[config.mk]
export PLATFORM = sky130hd
export DESIGN_NAME = ptw_dmem_bridge
export DESIGN_NICKNAME = d
export VERILOG_FILES = /design/src/rtl/ptw_dmem_bridge.sv
export SDC_FILE = /design/constraint.sdc
export NUM_CORES = 1
export LEC_CHECK = 0
export BUFFER_PORTS_ARGS = -buffer_cell sky130_fd_sc_hd__buf_4
export CAP_MARGIN = 20
export CORE_AREA = 2 2 110 112
export CTS_BUF_LIST = sky130_fd_sc_hd__clkbuf_4
export DETAILED_ROUTE_END_ITERATION = 12
export DIE_AREA = 0 0 112 114
export PLACE_DENSITY_LB_ADDON = 0.2
export SYNTH_ARGS = -nofsm -noshare
export SYNTH_HDL_FRONTEND = slang
export SYNTH_SLANG_ARGS = --single-unit
[constraint.sdc]
create_clock -name clk_i -period 2.05 [get_ports clk_i]
set_clock_uncertainty 0.2 [all_clocks]
set_input_delay 0.41 -clock clk_i [delete_from_list [all_inputs] [get_ports clk_i]]
set_output_delay 0.41 -clock clk_i [all_outputs]
set_load 0.05 [all_outputs]
[src/rtl/ptw_dmem_bridge.sv]
// Page-table-walker to L1 dcache bridge: one outstanding PTE read, response watchdog,
// and discard of dcache responses that arrive after the walk was abandoned.
module ptw_dmem_bridge #(
  parameter int PADDR_W = 40,
  parameter int TIMEOUT = 64
) (
  input  logic               clk_i,
  input  logic               rstn_i,
  input  logic               ptw_req_valid_i,
  input  logic [PADDR_W-1:0] ptw_req_addr_i,
  output logic               ptw_dmem_ready_o,
  output logic               ptw_resp_valid_o,
  output logic               ptw_resp_nack_o,
  output logic [63:0]        ptw_resp_data_o,
  input  logic               flush_i,
  output logic               dc_req_valid_o,
  input  logic               dc_req_ready_i,
  output logic [PADDR_W-1:0] dc_req_addr_o,
  output logic [4:0]         dc_req_cmd_o,
  output logic [3:0]         dc_req_typ_o,
  input  logic               dc_resp_valid_i,
  input  logic               dc_resp_err_i,
  input  logic [63:0]        dc_resp_data_i,
  output logic               pmu_timeout_o
);

  localparam int TW = $clog2(TIMEOUT + 1);
  localparam logic [TW-1:0] T_LAST = TW'(TIMEOUT - 1);
  localparam logic [TW-1:0] T_SAT  = TW'(TIMEOUT);

  typedef enum logic [1:0] {IDLE, ISSUE, WAIT, DRAIN} state_t;

  state_t             state_reg, state_next;
  logic [PADDR_W-1:0] addr_reg, addr_next;
  logic [TW-1:0]      timer_reg, timer_next;
  logic [63:0]        data_reg, data_next;
  logic               resp_valid_reg, resp_valid_next;
  logic               resp_nack_reg, resp_nack_next;
  logic               pmu_reg, pmu_next;

  always_ff @(posedge clk_i or negedge rstn_i) begin
    if (!rstn_i) begin
      state_reg      <= IDLE;
      addr_reg       <= '0;
      timer_reg      <= '0;
      data_reg       <= '0;
      resp_valid_reg <= 1'b0;
      resp_nack_reg  <= 1'b0;
      pmu_reg        <= 1'b0;
    end else begin
      state_reg      <= state_next;
      addr_reg       <= addr_next;
      timer_reg      <= timer_next;
      data_reg       <= data_next;
      resp_valid_reg <= resp_valid_next;
      resp_nack_reg  <= resp_nack_next;
      pmu_reg        <= pmu_next;
    end
  end

  always_comb begin
    state_next      = state_reg;
    addr_next       = addr_reg;
    timer_next      = timer_reg;
    data_next       = data_reg;
    resp_valid_next = 1'b0;
    resp_nack_next  = 1'b0;
    pmu_next        = 1'b0;
    case (state_reg)
      IDLE: begin
        if (ptw_req_valid_i && !flush_i) begin
          addr_next  = ptw_req_addr_i;
          state_next = ISSUE;
        end
      end
      ISSUE: begin
        // A flush racing the handshake still owes us a response, so drain it.
        if (dc_req_ready_i) begin
          timer_next = '0;
          state_next = flush_i ? DRAIN : WAIT;
        end else if (flush_i) begin
          state_next = IDLE;
        end
      end
      WAIT: begin
        if (timer_reg != T_SAT) timer_next = timer_reg + 1'b1;
        if (dc_resp_valid_i && !dc_resp_err_i) begin
          data_next       = dc_resp_data_i;
          resp_valid_next = 1'b1;
          state_next      = IDLE;
        end else if (dc_resp_valid_i) begin
          resp_nack_next = 1'b1;
          state_next     = IDLE;
        end else if (flush_i) begin
          state_next = DRAIN;
        end else if (timer_reg == T_LAST) begin
          resp_nack_next = 1'b1;
          pmu_next       = 1'b1;
          state_next     = DRAIN;
        end
      end
      DRAIN: begin
        if (dc_resp_valid_i) state_next = IDLE;
      end
      default: state_next = IDLE;
    endcase
  end

  assign ptw_dmem_ready_o = (state_reg == IDLE) && !flush_i;
  assign dc_req_valid_o   = (state_reg == ISSUE);
  assign dc_req_addr_o    = addr_reg;
  assign dc_req_cmd_o     = 5'b00000;
  assign dc_req_typ_o     = 4'b0011;
  assign ptw_resp_valid_o = resp_valid_reg;
  assign ptw_resp_nack_o  = resp_nack_reg;
  assign ptw_resp_data_o  = data_reg;
  assign pmu_timeout_o    = pmu_reg;

endmodule

# After elaboration in Yosys (flattened, before gate mapping)
# Index checks and enable logic that the tools add are counted.
[word_totals] ff_bits=116 inputBits=111 out_inout_bits=118 wordCells=53
[op_classes] mux=23 n_eq_ne=11 n_reduce_logical=11 addsub=1
[op_table] operator="two-way mux 2 bit" n=8
[op_table] operator="two-way mux 7 bit" n=2
[op_table] operator="one-hot mux 7 bit (2 select lines)" n=1
[op_table] operator="two-way mux 1 bit" n=11
[op_table] operator="one-hot mux 2 bit (4 select lines)" n=1
[op_table] operator="adder 7 x 1 -> 7 bit, second input constant" n=1
[op_table] operator="== test 7 x 6 -> 1 bit, second input constant" n=1
[op_table] operator="inequality test 7 bit, second input constant" n=1
[op_table] operator="inequality test 2 bit, second input constant" n=3
[op_table] operator="inequality test 5 bit, second input constant" n=1
[op_table] operator="== test 2 bit, second input constant" n=2
[op_table] operator="AND reduction 2 bit" n=2
[op_table] operator="AND reduction 4 bit" n=1
[op_table] operator="logical AND 1 bit" n=3
[op_table] operator="inequality test 3 x 2 -> 1 bit, second input constant" n=1
[op_table] operator="AND reduction 3 bit" n=1
[op_table] operator="== test 2 x 1 -> 1 bit, second input constant" n=1
[op_table] operator="zero test 1 bit" n=2
[op_table] operator="zero test 2 bit" n=1
[op_table] operator="inequality test 2 x 1 -> 1 bit, second input constant" n=1
[op_table] operator="nonzero test 2 bit" n=1

# Depth between registers and ports, before layout
[depth] depth_word=6 depth_mapped=8 ltp_nobuf=6

# Least setup slack after synthesis
# OpenSTA, ideal clock, no wires.
[synth_path] kind="register to register" start="reg state_reg[0]" end="reg addr_reg[0], in the netlist dc_req_addr_o[0]" setup_ns=0.125 synth_period_minus_slack_ns=2.396 path_buffers=1 required_ns=1.725 arrival_time_ns=2.071 path_stages_with_launch=7 setup_slack_ns=-0.346 path_cell_list="dfrtp_1 inv_1 ha_1 nor2b_1 nand2_1 buf_2 mux2_2"
[synth_between] elab_chain_len=2
[synth_rtl] element="start, declared" line="33" rtl="state_t state_reg, state_next;"
[synth_rtl] element="start signal, assigned" line="51" rtl="state_reg <= state_next;"
[synth_rtl] element="zero test 2 bit" line="69" rtl="case (state_reg)"
[synth_rtl] element="AND reduction 2 bit (no source line)"
[synth_rtl] element="end signal, assigned" line="52" rtl="addr_reg <= addr_next;"
[synth_rtl] element="end, declared" line="34" rtl="logic [PADDR_W-1:0] addr_reg, addr_next;"
# No other way between the ends.
# A chain may end at the register's enable or synchronous reset.

# Worst setup path in the final report
[layout_path] start="reg state_reg[1]" end="out ptw_dmem_ready_o"
[layout_between] elab_chain_len=2
[layout_rtl] element="zero test 2 bit" line="109" rtl="assign ptw_dmem_ready_o = (state_reg == IDLE) && !flush_i;"
[layout_rtl] element="logical AND 1 bit" line="109"
[layout_rtl] element="end, declared" line="11" rtl="output logic ptw_dmem_ready_o,"
# No other way between the ends.

==> qor.csv <==
metric;value;unit
status;finished, violations left;
violations;setup timing;
cts_made_buffers;17;
antenna_cells;0;
die_area;0.0128;mm²
cts_buffer_depth;2;
via_count;3904;
drc_errors;0;
slew_violations;0;
powerDensity;1680;mW/mm²
final_util;0.713;
reg2reg_depth;7;
period_minus_slack;2080;ps
criticalPathCategory;reg -> out;
crit_end;ptw_dmem_ready_o;
power;0.0140;W
clk_latency;510;ps
worstReg2RegStart;state_reg[0];
cp_data_required_time;1440;ps
fmax;481;MHz
critical_path.max_fanout;3;
track_usage;0.214;
finalSetupViolCount;13;
r2r-end;ptw_resp_data_o[33];
grt_first_pass_wirelength;21300;µm
max_slew_margin;0.613;
routabilityCongestion;0.902;
ant_nets;0;
place_area;0.00674;mm²
combPwrFrac;0.605;
ys_ff_latch;116;
hpwl;8380;µm
cts.clk_slew.worst_paths;90;ps
wl_per_cell;17.1;µm
finalNonFillerCells;825;
ys.warnings.count;0;
place_inst;674;
p_sw;0.00670;W
vias_per_cell;4.73;
synth_adder_area_share;0.0180;
seqPwrFrac;0.285;
maxCapViolations;0;
fp.dieH;114;µm
synth.cell_area;0.00486;mm²
p_int;0.00732;W
ys_seq_area_frac;0.597;
worstMarginPinSlew;581;ps
hold_viol;0;
areaGrowthSynthToFinish;71.9;%
die-width;112;µm
nFillCells;783;
grt_max_degree;41;
wl;14100;µm
first_iter_violations;163;
cts_tree;done;
cp.arrival;1470;ps
cts.sink_count;116;
yosysTopAreaCellShare;0.597;
std_cell_rows;40;
drtPass1Iterations;4;
crit_path_start;state_reg[1];
hp-class;in -> reg;
synth-compound-area-share;0.0252;
cts_root_buffer;clkbuf_4;
portBuffers;219;
drive_gt1_frac;0.587;
cts_htree_levels;4;
holdWs;158;ps
period_share;1.02;
power.share.clock;0.110;
fin_nets;784;
critPathCaptureType;output pin;
vdd_drop_max;1.55;mV
largest_reg_flops;64;
synth_xor_area_frac;0;
ff2ff_setup_slack;-10;ps
grt_pass1_vias;4181;
rsz0062_at_grt;yes;
cp-start-kind;flip-flop;
synth.area.mux_share;0.281;
synth_cell_types;34;
synthSimpleGateAreaFrac;0.0360;
grt_remaining_overflow;0;
synth_top_family_by_area;multiplexers;
start_util;0.415;
yosys.area.top_type;dfrtp_1;
p_sw_frac;0.478;
fin_ws;-31.1;ps
antenna_found_initial;0;
leakage;4.23;nW
ioPinCount;229;
synth_cells;308;
core_area;0.0117;mm²
netlist_top_cells_area;dfrtp_1 60%, mux2_4 15%, mux2_2 13%;
fin_area;0.00835;mm²
synth_area_per_cell;15.8;µm²
-- stage by stage --
step	worst slack [ps]	TNS, ps
6_report	-31.1	-60.0
5_1_grt	-150	-2810
4_1_cts	-70.6	-89.4
3_5_place_dp	-15.8	-15.8
3_3_place_gp	70.6	0
2_1_floorplan	-12.0	-512
-- layout make-up --
class                           instances  area [µm²]  share of cell area
Clock buffer                           22         165              0.0198
Clock inverter                          9        87.6              0.0105
Inverter                                7        26.3             0.00315
Multi-Input combinational cell        171        1900               0.227
Sequential cell                       116        2900               0.347
Tap cell                              147         184              0.0220
Timing Repair Buffer                  353        3090               0.370
-- worst max-delay path, stage by stage (launching register included) --
cell and delay [ps]:
dfrtp_1 400, inv_2 110, ha_4 140, nor2b_4 150, buf_8 150
-- cells by family after synthesis --
kind of cell	after synthesis
flops	116
mux	105
simple gates	32
buf+inv	29
compound gates	17
fa+ha+maj	7
other cells	2
-- power groups by stage --
stage / clock network [W] / registers, W / logic [W]
detailed placement: 0 / 0.00399 / 0.00799
CTS: 0.00160 / 0.00395 / 0.00829
global placement: 0 / 0.00396 / 0.00790
finish: 0.00155 / 0.00399 / 0.00849
floorplan: 0 / 0.00763 / 0.00187
global route: 0.00172 / 0.00413 / 0.00879
-- synthesized netlist by cell type (all sizes together) --
cell type,count
or3,2
conb,2
nor3b,1
or3b,1
nand4b,1
o21ai,7
nand2b,5
a21oi,1
buf,22
o21a,1
ha,7
nand3,6
a221oi,1
dfrtp,116
o311ai,2
or4,1
o31ai,1
or2,1
o41ai,1
nor3,2
inv,7
nand2,10
nor2b,1
nor2,1
a22o,1
mux2,105
a31o,1
a21boi,1
-- worst min-delay path by stage --
stage,from,end,depth (start not counted)
after floorplan,rstn_i,dc_req_addr_o[0],0
after global placement,rstn_i,ptw_resp_data_o[23],1
after detailed placement,rstn_i,ptw_resp_data_o[23],1
after CTS,dc_req_ready_i,state_reg[0],4
after global routing,dc_req_ready_i,state_reg[0],4
final,dc_req_ready_i,state_reg[0],4
-- cell usage in the layout, fill, tap and decap left out, types with 2 or more instances in the layout --
| cell | n |
|---|---|
| ha_4 | 3 |
| inv_2 | 5 |
| buf_6 | 3 |
| mux2_4 | 49 |
| mux2_2 | 56 |
| or3_4 | 2 |
| inv_1 | 2 |
| ha_1 | 3 |
| dfrtp_1 | 116 |
| clkinv_1 | 6 |
| bufinv_16 | 2 |
| nand2b_1 | 4 |
| buf_12 | 5 |
| buf_4 | 231 |
| o21ai_1 | 2 |
| clkbuf_4 | 22 |
| clkbuf_16 | 4 |
| dlygate4sd3_1 | 108 |
| conb_1 | 9 |
| nand3_1 | 5 |
| o21ai_0 | 5 |
| nand2_1 | 9 |
-- routing by layer --
| metal | global-route usage | part of all wire | vias to the layer above |
|---|---|---|---|
| met5 | 0 | 0 | - |
| met4 | 0.0626 | 0.014 | 0 |
| met3 | 0.0733 | 0.058 | 16 |
| met2 | 0.377 | 0.53 | 147 |
| met1 | 0.248 | 0.40 | 1958 |
| li1 | - | - | 1783 |
-- what timing repair did --
action	4_1_cts	5_1_grt
gates resized for setup	7	19
hold endpoints to repair	139	0
hold buffers	108	0
setup buffers	4	1
pin swaps	0	5
gates cloned	0	7
endpoints found under the setup margin	4	68
(Power assumes the default switching activity.)
